$ cat config.mk
export PLATFORM = sky130hd
export DESIGN_NAME = request_sequencer
export DESIGN_NICKNAME = d
export VERILOG_FILES = /design/src/rtl/req_seq_pkg.sv /design/src/rtl/req_fifo.sv /design/src/rtl/request_sequencer.sv
export SDC_FILE = /design/constraint.sdc
export NUM_CORES = 1
export LEC_CHECK = 0
export CORE_MARGIN = 4
export CORE_UTILIZATION = 45
export DETAILED_ROUTE_END_ITERATION = 8
export GPL_ROUTABILITY_DRIVEN = 0
export PLACE_DENSITY_LB_ADDON = 0.15
export SETUP_SLACK_MARGIN = 0.15
export SLEW_MARGIN = 15
export SYNTH_ARGS = -nofsm -noshare
export SYNTH_HDL_FRONTEND = slang
export SYNTH_SLANG_ARGS = --single-unit
$ cat constraint.sdc
create_clock -name clock -period 1.7 [get_ports clock]
set_input_delay 0.34 -clock clock [delete_from_list [all_inputs] [get_ports clock]]
set_output_delay 0.34 -clock clock [all_outputs]
set_load 0.02 [all_outputs]
$ cat src/rtl/req_seq_pkg.sv
// Shared types and default parameters for the request sequencer
// (FSM state encoding and the completion record).
package req_seq_pkg;

  localparam int DEPTH_DEF   = 4;
  localparam int ID_W_DEF    = 4;
  localparam int LAT_W_DEF   = 8;
  localparam int TIMEOUT_DEF = 16;
  localparam int GAP_DEF     = 1;

  typedef enum logic [1:0] {
    ST_IDLE    = 2'd0,
    ST_REQ     = 2'd1,
    ST_RELEASE = 2'd2,
    ST_GAP     = 2'd3
  } state_e;

  typedef struct packed {
    logic [ID_W_DEF-1:0]  id;
    logic [LAT_W_DEF-1:0] latency;
    logic                 timeout;
  } done_t;

endpackage

$ cat src/rtl/req_fifo.sv
// Command ID queue: synchronous FIFO, DEPTH x W, async active-low reset.
// A push while full is dropped; a pop while empty is ignored.
module req_fifo
  import req_seq_pkg::*;
#(
  parameter int DEPTH = DEPTH_DEF,
  parameter int W     = ID_W_DEF
) (
  input  logic         i_clock,
  input  logic         i_reset_n,
  input  logic         i_push,
  input  logic [W-1:0] i_data,
  input  logic         i_pop,
  output logic [W-1:0] o_data,
  output logic         o_full,
  output logic         o_empty
);

  localparam int AW = $clog2(DEPTH);

  logic [W-1:0] r_mem [DEPTH];
  logic [AW:0]  r_wr_ptr;
  logic [AW:0]  r_rd_ptr;
  logic         w_do_push;
  logic         w_do_pop;

  // Extra pointer MSB distinguishes full from empty when addresses match.
  assign o_empty   = (r_wr_ptr == r_rd_ptr);
  assign o_full    = (r_wr_ptr[AW] != r_rd_ptr[AW]) &&
                     (r_wr_ptr[AW-1:0] == r_rd_ptr[AW-1:0]);
  assign w_do_push = i_push && !o_full;
  assign w_do_pop  = i_pop && !o_empty;
  assign o_data    = r_mem[r_rd_ptr[AW-1:0]];

  always_ff @(posedge i_clock or negedge i_reset_n) begin
    if (!i_reset_n) begin
      r_wr_ptr <= '0;
      r_rd_ptr <= '0;
    end else begin
      if (w_do_push) r_wr_ptr <= r_wr_ptr + 1'b1;
      if (w_do_pop)  r_rd_ptr <= r_rd_ptr + 1'b1;
    end
  end

  always_ff @(posedge i_clock) begin
    if (w_do_push) r_mem[r_wr_ptr[AW-1:0]] <= i_data;
  end

endmodule

$ cat src/rtl/request_sequencer.sv
// Queues command IDs and runs one request/grant handshake per command,
// reporting latency or timeout. Optional stats under REQ_SEQ_STATS_EN.
module request_sequencer
  import req_seq_pkg::*;
#(
  parameter int DEPTH   = DEPTH_DEF,
  parameter int ID_W    = ID_W_DEF,
  parameter int LAT_W   = LAT_W_DEF,
  parameter int TIMEOUT = TIMEOUT_DEF,
  parameter int GAP     = GAP_DEF
) (
  input  logic             clock,
  input  logic             reset,
  input  logic             cmd_valid,
  output logic             cmd_ready,
  input  logic [ID_W-1:0]  cmd_id,
  output logic             request,
  input  logic             grant,
  output logic             done_valid,
  output logic [ID_W-1:0]  done_id,
  output logic [LAT_W-1:0] done_latency,
  output logic             done_timeout,
  output logic             busy,
  output logic             protocol_err,
  output logic [LAT_W-1:0] stat_max_latency,
  output logic [15:0]      stat_grants
);

  localparam int GAP_W = (GAP > 0) ? $clog2(GAP + 1) : 1;
  localparam logic [GAP_W-1:0] GAP_LAST  = GAP_W'((GAP > 0) ? GAP - 1 : 0);
  localparam logic [LAT_W:0]   TIMEOUT_V = (LAT_W + 1)'(TIMEOUT);

  state_e           r_state;
  state_e           w_state_nxt;
  logic             r_request;
  logic             w_req_nxt;
  logic [LAT_W-1:0] r_lat_cnt;
  logic [LAT_W-1:0] w_lat_nxt;
  logic [LAT_W:0]   w_lat_inc;
  logic [GAP_W-1:0] r_gap_cnt;
  logic [GAP_W-1:0] w_gap_nxt;
  logic [ID_W-1:0]  r_cur_id;
  logic [ID_W-1:0]  w_id_nxt;
  logic             w_pop;
  logic             w_full;
  logic             w_empty;
  logic [ID_W-1:0]  w_head;
  logic             w_done_fire;
  logic             w_done_to;
  logic [LAT_W-1:0] w_done_lat;
  logic             r_done_valid;
  logic [ID_W-1:0]  r_done_id;
  logic [LAT_W-1:0] r_done_lat;
  logic             r_done_to;
  logic             r_prot_err;

  // Command handshake: an ID is accepted on a clock edge where cmd_valid
  // and cmd_ready are both high; cmd_ready is simply !full of the queue.
  req_fifo #(.DEPTH(DEPTH), .W(ID_W)) u_fifo (
    .i_clock   (clock),
    .i_reset_n (reset),
    .i_push    (cmd_valid),
    .i_data    (cmd_id),
    .i_pop     (w_pop),
    .o_data    (w_head),
    .o_full    (w_full),
    .o_empty   (w_empty)
  );

  assign w_lat_inc = {1'b0, r_lat_cnt} + (LAT_W + 1)'(1);

  always_comb begin
    w_state_nxt = r_state;
    w_req_nxt   = r_request;
    w_lat_nxt   = r_lat_cnt;
    w_gap_nxt   = r_gap_cnt;
    w_id_nxt    = r_cur_id;
    w_pop       = 1'b0;
    w_done_fire = 1'b0;
    w_done_to   = 1'b0;
    w_done_lat  = '0;
    case (r_state)
      ST_IDLE: begin
        if (!w_empty) begin
          w_pop       = 1'b1;
          w_id_nxt    = w_head;
          w_req_nxt   = 1'b1;
          w_lat_nxt   = '0;
          w_state_nxt = ST_REQ;
        end
      end
      ST_REQ: begin
        // Grant takes priority over a timeout landing on the same edge.
        if (grant) begin
          w_req_nxt   = 1'b0;
          w_done_fire = 1'b1;
          w_done_lat  = w_lat_inc[LAT_W-1:0];
          w_state_nxt = ST_RELEASE;
        end else if (w_lat_inc == TIMEOUT_V) begin
          w_req_nxt   = 1'b0;
          w_done_fire = 1'b1;
          w_done_to   = 1'b1;
          w_done_lat  = LAT_W'(TIMEOUT);
          w_state_nxt = ST_RELEASE;
        end else if (!(&r_lat_cnt)) begin
          w_lat_nxt = w_lat_inc[LAT_W-1:0];
        end
      end
      ST_RELEASE: begin
        if (!grant) begin
          if (GAP > 0) begin
            w_gap_nxt   = '0;
            w_state_nxt = ST_GAP;
          end else begin
            w_state_nxt = ST_IDLE;
          end
        end
      end
      ST_GAP: begin
        if (r_gap_cnt == GAP_LAST) w_state_nxt = ST_IDLE;
        else                       w_gap_nxt   = r_gap_cnt + 1'b1;
      end
      default: w_state_nxt = ST_IDLE;
    endcase
  end

  always_ff @(posedge clock or negedge reset) begin
    if (!reset) begin
      r_state      <= ST_IDLE;
      r_request    <= 1'b0;
      r_lat_cnt    <= '0;
      r_gap_cnt    <= '0;
      r_cur_id     <= '0;
      r_done_valid <= 1'b0;
      r_done_id    <= '0;
      r_done_lat   <= '0;
      r_done_to    <= 1'b0;
      r_prot_err   <= 1'b0;
    end else begin
      r_state      <= w_state_nxt;
      r_request    <= w_req_nxt;
      r_lat_cnt    <= w_lat_nxt;
      r_gap_cnt    <= w_gap_nxt;
      r_cur_id     <= w_id_nxt;
      r_done_valid <= w_done_fire;
      if (w_done_fire) begin
        r_done_id  <= r_cur_id;
        r_done_lat <= w_done_lat;
        r_done_to  <= w_done_to;
      end
      if (grant && (r_state == ST_IDLE || r_state == ST_GAP)) r_prot_err <= 1'b1;
    end
  end

  assign cmd_ready    = !w_full;
  assign request      = r_request;
  assign done_valid   = r_done_valid;
  assign done_id      = r_done_id;
  assign done_latency = r_done_lat;
  assign done_timeout = r_done_to;
  assign busy         = (r_state != ST_IDLE) || !w_empty;
  assign protocol_err = r_prot_err;

`ifdef REQ_SEQ_STATS_EN
  logic [LAT_W-1:0] r_stat_max;
  logic [15:0]      r_stat_grants;

  always_ff @(posedge clock or negedge reset) begin
    if (!reset) begin
      r_stat_max    <= '0;
      r_stat_grants <= '0;
    end else if (w_done_fire && !w_done_to) begin
      if (w_done_lat > r_stat_max) r_stat_max <= w_done_lat;
      if (r_stat_grants != 16'hFFFF) r_stat_grants <= r_stat_grants + 16'd1;
    end
  end

  assign stat_max_latency = r_stat_max;
  assign stat_grants      = r_stat_grants;
`else
  assign stat_max_latency = '0;
  assign stat_grants      = '0;
`endif

endmodule

== After elaboration in Yosys (flattened, before gate mapping) ==
Memory sizes are Yosys's and may differ from the RTL's. A register that Yosys moved wholly into a read port is not among the register bits.
Cells that the tools add are included.

* Memories: 1
* Word-level logic and storage cells: 80
* Bits in writable memories: 16
* Output and inout bits: 42
* Register bits after elaboration: 33

* Eq/ne operators: 14
* Bitwise gates (word level): 1
* Add/sub/neg operators: 4
* Reduce and logical (&&, ||, !) cells: 19
* Muxes and demuxes: 30

{| class="wikitable"
|+ Memories
! name !! words !! width !! rd ports !! clocked after Yosys merged registers in !! write ports !! line !! source
|-
| u_fifo.r_mem || 4 || 4 || 1 || 1 || 1 || req_fifo.sv:21 || <nowiki>logic [W-1:0] r_mem [DEPTH];</nowiki>
|}

{| class="wikitable"
|+ Operators with widths
! operator !! number
|-
| 2-to-1 mux 8 bit || 6
|-
| one-hot mux 8 bit (2 select lines) || 1
|-
| 2-to-1 mux 1 bit || 14
|-
| inequality test 2 bit, second input constant || 6
|-
| 2-to-1 mux 2 bit || 5
|-
| adder 8 x 1 -> 9 bit, second input constant || 1
|-
| == test 9 x 5 -> 1 bit, second input constant || 1
|-
| one-hot mux 2 bit (4 select lines) || 1
|-
| AND reduction 8 bit || 1
|-
| adder 3 x 1 -> 3 bit, second input constant || 2
|-
| nonzero test 2 bit || 3
|-
| 2-to-1 mux 5 bit || 1
|-
| AND reduction 5 bit || 1
|-
| == test 2 bit, second input constant || 2
|-
| logical AND 1 bit || 4
|-
| one-hot mux 1 bit (2 select lines) || 2
|-
| AND reduction 2 bit || 2
|-
| AND reduction 4 bit || 1
|-
| == test 3 bit || 1
|-
| logical NOT 1 bit || 3
|-
| inequality test 3 bit, second input constant || 1
|-
| AND reduction 3 bit || 1
|-
| == test 2 x 1 -> 1 bit, second input constant || 1
|-
| == test 2 bit || 1
|-
| other kinds (5) || 6
|}

== Logic depth before layout (Yosys ltp) ==
* Depth in word-level cells: 6
* Depth in mapped cells: 8

== Cells and area by module ==
A second synthesis with hierarchy kept.

* Cells, all modules: 226
* Area, all modules: 2742.6 sq um

{| class="wikitable"
|+ By module, submodules not included
! module !! area each (sq um) !! cells an instance !! times used
|-
| request_sequencer || 1641.6 || 153 || 1
|-
| req_fifo || 1101.1 || 73 || 1
|}

== Worst setup path after synthesis ==
No wires, ideal clock.

* Path type: register to register
* Start: register r_lat_cnt[0]
* End: register r_done_id[0], in the netlist done_id[0]
* Cell stages (with the launch flop): 8
* Arrival: 1.683 ns
* Path buffers: 0
* Library setup time: 0.125 ns
* Path slack: -0.108 ns
* Cell sequence: dfrtp_1 ha_1 nand2_1 nor4_4 and2_4 o21ai_4 inv_4 mux2_4

* Cells in the longest elaborated chain, start to end: 5

{| class="wikitable"
|+ RTL lines
! what !! line !! source
|-
| start, declared || request_sequencer.sv:37 || <nowiki>logic [LAT_W-1:0] r_lat_cnt;</nowiki>
|-
| start signal, assigned || request_sequencer.sv:142 || <nowiki>r_lat_cnt <= w_lat_nxt;</nowiki>
|-
| adder 8 x 1 -> 9 bit || request_sequencer.sv:70 || <nowiki>assign w_lat_inc = {1'b0, r_lat_cnt} + (LAT_W + 1)'(1);</nowiki>
|-
| == test 9 x 5 -> 1 bit || request_sequencer.sv:99 || <nowiki>end else if (w_lat_inc == TIMEOUT_V) begin</nowiki>
|-
| 2-to-1 mux 1 bit || request_sequencer.sv:99 ||
|-
| 2-to-1 mux 1 bit || request_sequencer.sv:94 || <nowiki>if (grant) begin</nowiki>
|-
| 2-to-1 mux 1 bit || request_sequencer.sv:82 || <nowiki>case (r_state)</nowiki>
|-
| via w_done_fire || request_sequencer.sv:48 || <nowiki>logic w_done_fire;</nowiki>
|-
| end signal, assigned || request_sequencer.sv:147 || <nowiki>r_done_id <= r_cur_id;</nowiki>
|-
| end, declared || request_sequencer.sv:52 || <nowiki>logic [ID_W-1:0] r_done_id;</nowiki>
|}

The timed path passes the listed nets, and every way through them passes these cells.
A chain may end at the register's enable or synchronous reset.

== Worst setup path in the final report ==
* Start: register u_fifo.r_rd_ptr[0]
* End: output port busy

* Cells in the longest elaborated chain, start to end: 3

{| class="wikitable"
|+ RTL lines
! what !! line !! source
|-
| start, declared || req_fifo.sv:23 || <nowiki>logic [AW:0] r_rd_ptr;</nowiki>
|-
| start signal, assigned || req_fifo.sv:41 || <nowiki>if (w_do_pop) r_rd_ptr <= r_rd_ptr + 1'b1;</nowiki>
|-
| == test 3 bit || req_fifo.sv:28 || <nowiki>assign o_empty = (r_wr_ptr == r_rd_ptr);</nowiki>
|-
| logical NOT 1 bit || request_sequencer.sv:161 || <nowiki>assign busy = (r_state != ST_IDLE) || !w_empty;</nowiki>
|-
| logical OR 1 bit || request_sequencer.sv:161 ||
|-
| end, declared || request_sequencer.sv:23 || <nowiki>output logic busy,</nowiki>
|}

No other way between the ends.

==> results.py <==
metrics = {
    "status": {
        "status": "complete, but fails checks",
        "violations": "setup timing",
    },
    "routing": {
        "drt_iter0_markers": 96,
        "drc": 0,
        "drt-total-wl_um": 5830,
        "first_pass_iters": 4,
        "avgViaCountPerCell": 4.97,
        "ant_nets": 0,
        "via_count": 1892,
        "wl_per_cell_um": 15.3,
    },
    "grt": {
        "grtUsageTotal_pct": 16.2,
        "antenna_found_initial": 0,
        "grt_overflow": 0,
        "grt_pass1_vias": 1906,
        "grt_pass1_wl_um": 9290,
        "grt_max_degree": 37,
    },
    "final_layout": {
        "fin_cells": 381,
        "drive_above_1_share_pct": 44.8,
        "final_nets": 323,
        "fillers": 476,
        "area_growth_pct": 40.7,
        "fin_util_pct": 64.9,
        "num_antenna_cells": 0,
    },
    "yosys": {
        "synthTopCellsByArea": "dfrtp_1 (33%), edfxtp_1 (18%), buf_4 (6.9%)",
        "yosys.area.top_type_share_pct": 33.0,
        "synth-seq-cells": 52,
        "yosys_warnings": 0,
        "ys_seq_area_share_pct": 50.6,
        "syn_area_um2": 2730,
        "syn_avg_cell_area_um2": 12.3,
        "synthCells": 222,
        "synth_cell_types": 55,
        "synthArstFlopShare_pct": 69.2,
        "synth_edf_count": 16,
        "synth_area_leader_cell": "dfrtp_1",
        "ys.flop_type": "dfrtp_1",
    },
    "setup_path": {
        "cp.required_ns": 1.36,
        "cp_max_fo": 2,
        "endpoint_kind": "output port",
        "worstSetupStartpointType": "register",
        "crit_arrival_ns": 1.40,
        "path_class": "reg -> out",
    },
    "clock_tree": {
        "holdBufCountCts": 0,
        "clk_pin_slew_ns": 0.11,
        "htreeDepth": 2,
        "cts_tree": "done",
        "cts_buffers": 5,
        "cts_root_buffer": "clkbuf_8",
        "cts.sinks": 52,
        "clock_latency_ns": 0.32,
        "clockBufferDepth": 2,
    },
    "job": {
        "drv_cap": 0,
    },
    "power": {
        "power.density_nw_per_um2": 1610,
        "vdd_ir_drop_max_uv": 1040,
        "p_leak_nw": 1.74,
    },
    "timing": {
        "worst_slack_ns": -0.0440,
        "finClkSkew_ns": 0.0123,
        "hold_viol": 0,
        "rsz0062_at_grt": "yes",
        "drv_slew": 0,
        "layout_min_cycle_time_ns": 1.74,
        "min_period_over_period_pct": 103,
        "clock.fmax_mhz": 573,
        "setup_viol": 9,
    },
    "floorplanning": {
        "coreArea_um2": 5920,
        "start_util_pct": 46.1,
        "die_area_um2": 7380,
        "io_pins": 50,
        "die_w_um": 85.9,
        "die_h_um": 85.9,
        "rows": 28,
    },
    "placement": {
        "dp_hpwl_um": 3970,
        "dp.cells": 357,
        "port_buffers": 25,
    },
    "hold_path": {
        "hp-class": "in -> async",
    },
}
==> layout by cell type, fill, tap and decap left out, drive strengths merged, types with 3 or more instances in the layout <==
cell type and n:
o21ai 10, clkbuf 5, and2 8, xor2 7, nand2b 3, buf 63, mux2 9, nand2 16
nand3 5, edfxtp 16, xnor2 7, dlygate4sd2 16, o2bb2ai 5, nor2 4, clkdlybuf4s50 6, dfrtp 36
inv 12, ha 10, a21oi 8, conb 24, mux4 4
==> worst max-delay path, stage by stage (launching register included) <==
cell and delay, ns:
dfrtp_1 0.42, xnor2_2 0.21, nand3_2 0.14, nor2_4 0.15
inv_2 0.05, buf_6 0.12
==> cells in the mapped netlist (3+ instances only) <==
cell       number
a21oi_1         6
and2_1          7
buf_2           4
buf_4          25
dfrtp_1        36
edfxtp_1       16
ha_1           10
inv_1           8
mux2_2          7
mux4_2          4
nand2_1        16
nand2b_1        3
nand3_1         5
nor2_1          3
o21ai_0         7
o2bb2ai_1       5
xnor2_1         7
xor2_1          7
==> cell families (layout without fill, tap and decap cells) <==
group                    Yosys count  count (layout)  synth area share [%]
AO/OA/AOI/OAI                     41              41                  12.4
XOR/XNOR                          14              14                  4.49
multiplexers                      14              14                  7.65
adder cells (fa/ha/maj)           10              10                  4.58
flip-flops                        52              52                  50.6
other                              1              24                 0.137
buffers and inverters             41             102                  9.35
AND/OR/NAND/NOR                   49              49                  10.8
==> flip-flops by register name, summed over array words and instances, names as in the netlist, 2 cells and up <==
name             cells
u_fifo.r_mem        16
done_latency         8
r_lat_cnt            8
done_id              4
r_cur_id             4
u_fifo.r_rd_ptr      3
u_fifo.r_wr_ptr      3
r_state              2
==> what timing repair did <==
item | in CTS | in global routing
resized for setup | 70 | 30
gates cloned | 0 | 0
pin swaps | 28 | 12
setup buffers | 9 | 7
setup endpoints to repair | 62 | 52
==> report_power, final <==
group	leakage [nW]	switching [mW]	total, mW	internal (mW)
combinational	1.10	1.62	3.48	1.86
sequential	0.597	0.251	1.93	1.68
clock	0.0511	0.465	0.777	0.312
total	1.74	2.33	6.19	3.86
==> worst paths after layout <==
check | to | slack [ns] | cells after the start | startpoint
max in group asynchronous | r_lat_cnt[1] | 1.30 | 2 | reset
max | busy | -0.04 | 5 | u_fifo.r_rd_ptr[0]
min reg2reg | protocol_err | 0.46 | 1 | protocol_err
min in group clock | protocol_err | 0.46 | 1 | protocol_err
min | r_lat_cnt[5] | 0.05 | 2 | reset
max reg2reg | done_id[0] | -0.04 | 7 | r_lat_cnt[1]
==> area by class of cell <==
cell class / instances / area, µm² / area share [%]
Clock buffer: 5 / 68.8 / 1.79
Multi-Input combinational cell: 152 / 1490 / 38.7
Sequential cell: 52 / 1380 / 36.0
Tap cell: 75 / 93.8 / 2.44
Clock inverter: 3 / 28.8 / 0.749
Timing Repair Buffer: 85 / 743 / 19.4
Inverter: 9 / 36.3 / 0.945
==> metal layers <==
metal / wire length, µm / GRT usage (%) / up-vias
met5: 0 / 0 / -
met4: 85 / 4.89 / 0
met3: 185 / 3.36 / 8
met2: 3170 / 28.6 / 32
met1: 2390 / 19.8 / 938
li1: - / - / 914
==> per-stage QoR <==
step           hold WS (ns)  TNS (ns)  cell area [µm²]  setup slack (ns)  power (mW)
6_report             0.0538    -0.230             3840           -0.0440        6.19
5_1_grt              0.0768     -2.31             3840            -0.122        6.61
4_1_cts              0.0631    -0.194             3620           -0.0786        5.86
3_5_place_dp          0.411    -0.688             3300            -0.107        4.67
3_3_place_gp          0.411    -0.420             3300           -0.0964        4.63
2_1_floorplan        0.0444    -0.162             2850           -0.0591        3.59
Power figures use the tool's default switching activity.
